$ cat src/rtl/gx4000_cart_arbiter.sv
// gx4000_cart_arbiter: shared cartridge ROM port sequencer for DL/CPU/DMA (optional timeout: GX4000_CART_ARB_TIMEOUT_EN)
module gx4000_cart_arbiter #(
    parameter int ADDR_W       = 23,
    parameter int DMA_MAX_WAIT = 16
`ifdef GX4000_CART_ARB_TIMEOUT_EN
    ,
    parameter int TIMEOUT      = 255
`endif
) (
    input  logic              clk_sys,
    input  logic              reset_n,
    input  logic              dl_req,
    input  logic [ADDR_W-1:0] dl_addr,
    input  logic [7:0]        dl_data,
    output logic              dl_ack,
    input  logic              cpu_req,
    input  logic [ADDR_W-1:0] cpu_addr,
    output logic              cpu_ack,
    output logic [7:0]        cpu_q,
    input  logic              dma_req,
    input  logic [ADDR_W-1:0] dma_addr,
    output logic              dma_ack,
    output logic [7:0]        dma_q,
    output logic              mem_req,
    output logic              mem_we,
    output logic [ADDR_W-1:0] mem_addr,
    output logic [7:0]        mem_din,
    input  logic              mem_ack,
    input  logic [7:0]        mem_dout,
    output logic [1:0]        owner,
    output logic              err_timeout
);
    localparam int WW = $clog2(DMA_MAX_WAIT + 1);

    typedef enum logic [1:0] {IDLE, ISSUE, DONE} state_t;

    state_t            state_q, state_d;
    logic              mem_req_q, mem_req_d, mem_we_q, mem_we_d;
    logic [ADDR_W-1:0] mem_addr_q, mem_addr_d;
    logic [7:0]        mem_din_q, mem_din_d, cpu_q_q, cpu_q_d, dma_q_q, dma_q_d;
    logic              dl_ack_q, dl_ack_d, cpu_ack_q, cpu_ack_d, dma_ack_q, dma_ack_d;
    logic [1:0]        owner_q, owner_d, win;
    logic [WW-1:0]     dma_wait_q, dma_wait_d;
    logic              dma_pri, finish;
    logic [7:0]        rd_data;

`ifdef GX4000_CART_ARB_TIMEOUT_EN
    localparam int TW = $clog2(TIMEOUT + 1);
    logic [TW-1:0] tmo_cnt_q, tmo_cnt_d;
    logic          err_q, err_d, expire;
`endif

    // next-state, grant selection and completion handling
    always_comb begin
        state_d    = state_q;
        mem_req_d  = mem_req_q;
        mem_we_d   = mem_we_q;
        mem_addr_d = mem_addr_q;
        mem_din_d  = mem_din_q;
        cpu_q_d    = cpu_q_q;
        dma_q_d    = dma_q_q;
        dl_ack_d   = 1'b0;
        cpu_ack_d  = 1'b0;
        dma_ack_d  = 1'b0;
        owner_d    = owner_q;
        dma_pri    = dma_wait_q >= WW'(DMA_MAX_WAIT);
        win        = dl_req ? 2'd1 : (dma_req && (dma_pri || !cpu_req)) ? 2'd3 : 2'd2;
        finish     = mem_ack;
        rd_data    = mem_dout;
        dma_wait_d = !dma_req ? '0 :
                     (owner_q != 2'd3 && !dma_pri) ? dma_wait_q + 1'b1 : dma_wait_q;
`ifdef GX4000_CART_ARB_TIMEOUT_EN
        tmo_cnt_d  = tmo_cnt_q;
        err_d      = err_q;
        expire     = !mem_ack && tmo_cnt_q == TW'(TIMEOUT - 1);
        finish     = mem_ack || expire;
        rd_data    = expire ? 8'hFF : mem_dout;
`endif
        case (state_q)
            IDLE: if (dl_req || cpu_req || dma_req) begin
                state_d    = ISSUE;
                owner_d    = win;
                mem_req_d  = 1'b1;
                mem_we_d   = win == 2'd1;
                mem_addr_d = win == 2'd1 ? dl_addr : win == 2'd2 ? cpu_addr : dma_addr;
                mem_din_d  = win == 2'd1 ? dl_data : 8'h00;
                dma_wait_d = win == 2'd3 ? '0 : dma_wait_d;
`ifdef GX4000_CART_ARB_TIMEOUT_EN
                tmo_cnt_d  = '0;
`endif
            end
            ISSUE: begin
`ifdef GX4000_CART_ARB_TIMEOUT_EN
                tmo_cnt_d = tmo_cnt_q + 1'b1;
                err_d     = err_q || expire;
`endif
                if (finish) begin
                    state_d   = DONE;
                    mem_req_d = 1'b0;
                    cpu_q_d   = (!mem_we_q && owner_q == 2'd2) ? rd_data : cpu_q_q;
                    dma_q_d   = (!mem_we_q && owner_q == 2'd3) ? rd_data : dma_q_q;
                    dl_ack_d  = owner_q == 2'd1;
                    cpu_ack_d = owner_q == 2'd2;
                    dma_ack_d = owner_q == 2'd3;
                end
            end
            default: begin
                state_d = IDLE;
                owner_d = 2'd0;
            end
        endcase
    end

    // state and registered outputs, cleared asynchronously
    always_ff @(posedge clk_sys or negedge reset_n) begin
        if (!reset_n) begin
            state_q    <= IDLE;
            mem_req_q  <= 1'b0;
            mem_we_q   <= 1'b0;
            mem_addr_q <= '0;
            mem_din_q  <= 8'h00;
            cpu_q_q    <= 8'h00;
            dma_q_q    <= 8'h00;
            dl_ack_q   <= 1'b0;
            cpu_ack_q  <= 1'b0;
            dma_ack_q  <= 1'b0;
            owner_q    <= 2'd0;
            dma_wait_q <= '0;
        end else begin
            state_q    <= state_d;
            mem_req_q  <= mem_req_d;
            mem_we_q   <= mem_we_d;
            mem_addr_q <= mem_addr_d;
            mem_din_q  <= mem_din_d;
            cpu_q_q    <= cpu_q_d;
            dma_q_q    <= dma_q_d;
            dl_ack_q   <= dl_ack_d;
            cpu_ack_q  <= cpu_ack_d;
            dma_ack_q  <= dma_ack_d;
            owner_q    <= owner_d;
            dma_wait_q <= dma_wait_d;
        end
    end

`ifdef GX4000_CART_ARB_TIMEOUT_EN
    // ISSUE-cycle counter and sticky timeout flag
    always_ff @(posedge clk_sys or negedge reset_n) begin
        if (!reset_n) begin
            tmo_cnt_q <= '0;
            err_q     <= 1'b0;
        end else begin
            tmo_cnt_q <= tmo_cnt_d;
            err_q     <= err_d;
        end
    end

    assign err_timeout = err_q;
`else
    assign err_timeout = 1'b0;
`endif

    assign mem_req  = mem_req_q;
    assign mem_we   = mem_we_q;
    assign mem_addr = mem_addr_q;
    assign mem_din  = mem_din_q;
    assign cpu_q    = cpu_q_q;
    assign dma_q    = dma_q_q;
    assign dl_ack   = dl_ack_q;
    assign cpu_ack  = cpu_ack_q;
    assign dma_ack  = dma_ack_q;
    assign owner    = owner_q;
endmodule

$ cat config.mk
export PLATFORM = sky130hd
export DESIGN_NAME = gx4000_cart_arbiter
export DESIGN_NICKNAME = d
export VERILOG_FILES = /design/src/rtl/gx4000_cart_arbiter.sv
export SDC_FILE = /design/constraint.sdc
export NUM_CORES = 1
export LEC_CHECK = 0
export CORE_MARGIN = 8
export CORE_UTILIZATION = 40
export CTS_CLUSTER_SIZE = 14
export DETAILED_ROUTE_END_ITERATION = 10
export GPL_ROUTABILITY_DRIVEN = 0
export GPL_TIMING_DRIVEN = 0
export PLACE_DENSITY = 0.79
export SYNTH_ARGS = -nofsm -noshare
export SYNTH_HDL_FRONTEND = slang
export SYNTH_SLANG_ARGS = --single-unit
export TNS_END_PERCENT = 1
$ cat constraint.sdc
create_clock -name clk_sys -period 2.3 [get_ports clk_sys]
set_clock_uncertainty 0.2 [all_clocks]
set_input_delay 0.46 -clock clk_sys [delete_from_list [all_inputs] [get_ports clk_sys]]
set_output_delay 0.46 -clock clk_sys [all_outputs]
set_load 0.02 [all_outputs]
==> flow_summary.yaml <==
synth:
  synth_compound_area_frac: 0.2772
  ys.warnings.count: 0
  synth_edf_count: 0
  syn_inst: 259
  syn_avg_cell_area_sq_um: 11.17
  synth.most_common_cell: "dfrtp_1"
  ys_seq_area_frac: 0.5277
  synth_top_family_by_area: "compound AO/OA/AOI/OAI gates"
  netlist_area_sq_um: 2893
  ys_async_sr_fraction: 1.000
  ys_ff_latch: 61
  synth_top_area_frac: 0.5277
  yosys-top-cells-area: "dfrtp_1 (53%), a32oi_1 (7.0%), o211ai_1 (6.0%)"
  synth_flop_cell: "dfrtp_1"
  yosys.area_share.simple: 0.05882
  synth_adder_area_share: 0.008651
  synth.distinct_cells: 35
  syn_nets: 352
  synthTopCellsByCount: "dfrtp_1 (61), a21oi_1 (27), a31oi_1 (24)"
  yosysTopAreaCell: "dfrtp_1"
  synth.mux.area_fraction: 0.06488
  synth-xor-area-share: 0.003028
worst_setup_path:
  worstReg2RegEnd: "mem_addr[12]$_DFFE_PN0P_"
  r2r-start: "dma_wait_q[4]$_DFF_PN0_"
  cp.arrival_ps: 2250
  rr_worst_depth: 5
  critPathKind: "primary input to register"
  crit_required_ps: 2350
  path_max_fanout: 10
  critPathLaunchType: "primary input"
  cp-end-kind: "register"
  reg2reg_slack_ps: 390
grt:
  first_global_vias: 2974
  grt_pass1_wl_microns: 14830
  grt.total_usage: 0.1844
  antenna_found_initial: 0
  grt_max_degree: 42
  grt-ovfl-total: 0
timing:
  slew_headroom: 0.6011
  setup_viol: 0
  rsz0062_at_grt: "no"
  min_period_ps: 2199
  final_max_slew_viol_count: 0
  hold_viol_final: 0
  post-route-period-util: 0.9559
  fmax_mhz: 454.9
  tightestPinTransition_ps: 595.1
route:
  finalWirelength_microns: 9240
  drt_iter0_markers: 91
  dr.pass1.iters: 4
  drtAntennaViolNets: 0
  wl_per_cell_microns: 17.80
  viasPerCell: 5.364
  post-route-drc-count: 0
  num_vias: 2784
final_layout:
  syn_to_final_growth_pct: 61.29
  stdcell_count: 519
  fill_cells: 603
  drive_above_1_share: 0.1095
  utilization: 0.6538
  nets: 508
  n_antenna_cell: 0
clock_network:
  cts-buffers-inserted: 9
  clock_latency_ps: 330
  cts_max_level: 3
  cts_buffer_depth: 2
  cts-resized-gates: 0
  cts.clk_slew.worst_paths_ps: 70
  cts-root-buf: "clkbuf_8"
  postCtsSetupBuffers: 0
  tritoncts: "yes"
  cts_sinks: 61
power:
  p_per_area_nw_per_um2: 1076
  vdd_drop_max_mv: 0.4244
  leakagePower_nw: 1.855
job:
  maxCapViolCount: 0
hold_path:
  hp-class: "register to register"
  hold_start: "mem_req$_DFFE_PN0P_"
  whs_endpoint: "mem_req$_DFFE_PN0P_"
  min_delay_path_depth: 2
outcome:
  status: "completed"
die:
  start_util: 0.4053
  die-height_microns: 101.0
  rows: 31
  pin_count: 146
  core-area_sq_um: 7137
  die_w_microns: 101.0
  die_area_sq_um: 10210
placement:
  hpwl_microns: 7056
  post-place-cells: 502
  port_buffers: 143
==> placed cells by master (no fill, tap or decap), types with 2 or more instances in the layout <==
master	count
o221a_2	2
a22o_1	8
ha_1	2
a31oi_1	24
o211ai_1	23
or3_1	5
a21oi_1	27
buf_4	2
mux2_1	2
dfrtp_1	61
a32oi_1	23
o21ai_0	2
mux2_2	12
nor2_1	8
inv_1	7
buf_6	4
mux2_4	2
nor2b_1	2
nand2_1	7
clkbuf_8	10
clkdlybuf4s50_1	142
clkbuf_1	19
buf_2	4
nand2b_1	2
clkinv_2	2
a21o_1	2
==> sequential cells by signal (all words and copies together), names as in the netlist, 2 cells and up <==
name        flops
dma_wait_q      5
mem_din         8
dma_q           8
owner           2
cpu_q           8
mem_addr       23
state_q         2
==> cells by family after synthesis <==
group,after synthesis
simple gates,30
fa+ha+maj,2
flops,61
mux,16
buf+inv,34
xor+xnor,1
compound gates,114
other cells,1
==> worst max path at each step <==
stage | start | cells after the start | slack (ps) | endpoint
floorplan | dl_req | 7 | 510 | mem_addr[10]$_DFFE_PN0P_
global placement | reset_n | 1 | -1380 | mem_addr[15]$_DFFE_PN0P_
detailed placement | dma_req | 5 | -210 | mem_addr[12]$_DFFE_PN0P_
CTS | owner[0]$_DFFE_PN0P_ | 1 | 140 | owner[0]
global route | dma_req | 5 | 4 | mem_addr[20]$_DFFE_PN0P_
finish | dma_req | 5 | 100 | mem_addr[12]$_DFFE_PN0P_
==> routing by layer <==
layer,track usage,vias up,part of all wire
met3,0.06423,14,0.092
met5,0,-,0
met1,0.2207,1333,0.43
met4,0.07216,0,0.016
met2,0.2955,116,0.46
li1,-,1321,-
==> report_power, final <==
group	leakage, nW	switching, W	internal (W)
Sequential	0.743	0.000261	0.00150
Combinational	1.02	0.00114	0.00119
Clock	0.0964	0.000401	0.000527
==> layout make-up <==
cell class / instances / area [sq um] / share of cell area
inverter: 8 / 30.03 / 0.006436
clock inverter: 4 / 47.55 / 0.01019
clock buffer: 12 / 145.1 / 0.03111
sequential: 61 / 1526 / 0.3272
buffer: 26 / 138.9 / 0.02977
tap: 99 / 123.9 / 0.02655
timing repair buffer: 145 / 1456 / 0.3121
multi-input combinational: 164 / 1197 / 0.2566
==> stage by stage <==
| stage | cell area, sq um | hold WS, ps | TNS (ps) | worst slack, ps | total power (W) |
|---|---|---|---|---|---|
| CTS | 4666 | 284.4 | 0 | 136.7 | 0.005078 |
| floorplan | 2893 | -35.59 | 0 | 511.1 | 0.002900 |
| finish | 4666 | 286.7 | 0 | 101.5 | 0.005021 |
| global route | 4666 | 294.4 | 0 | 3.955 | 0.005316 |
| global placement | 4448 | 261.6 | -86530 | -1384 | 0.004070 |
| detailed placement | 4463 | 260.5 | -3227 | -214.8 | 0.004126 |
==> critical path, stage by stage <==
cell,delay (ps)
clkdlybuf4s50_1,590
nor2b_1,370
clkbuf_1,430
a32oi_1,190
a31oi_1,200
==> what timing repair did <==
item | 4_1_cts | 5_1_grt
setup endpoints to repair | 0 | 0
endpoints found under the hold margin | 20 | 0
hold buffers | 1 | 0
Power figures use the tool's default switching activity.
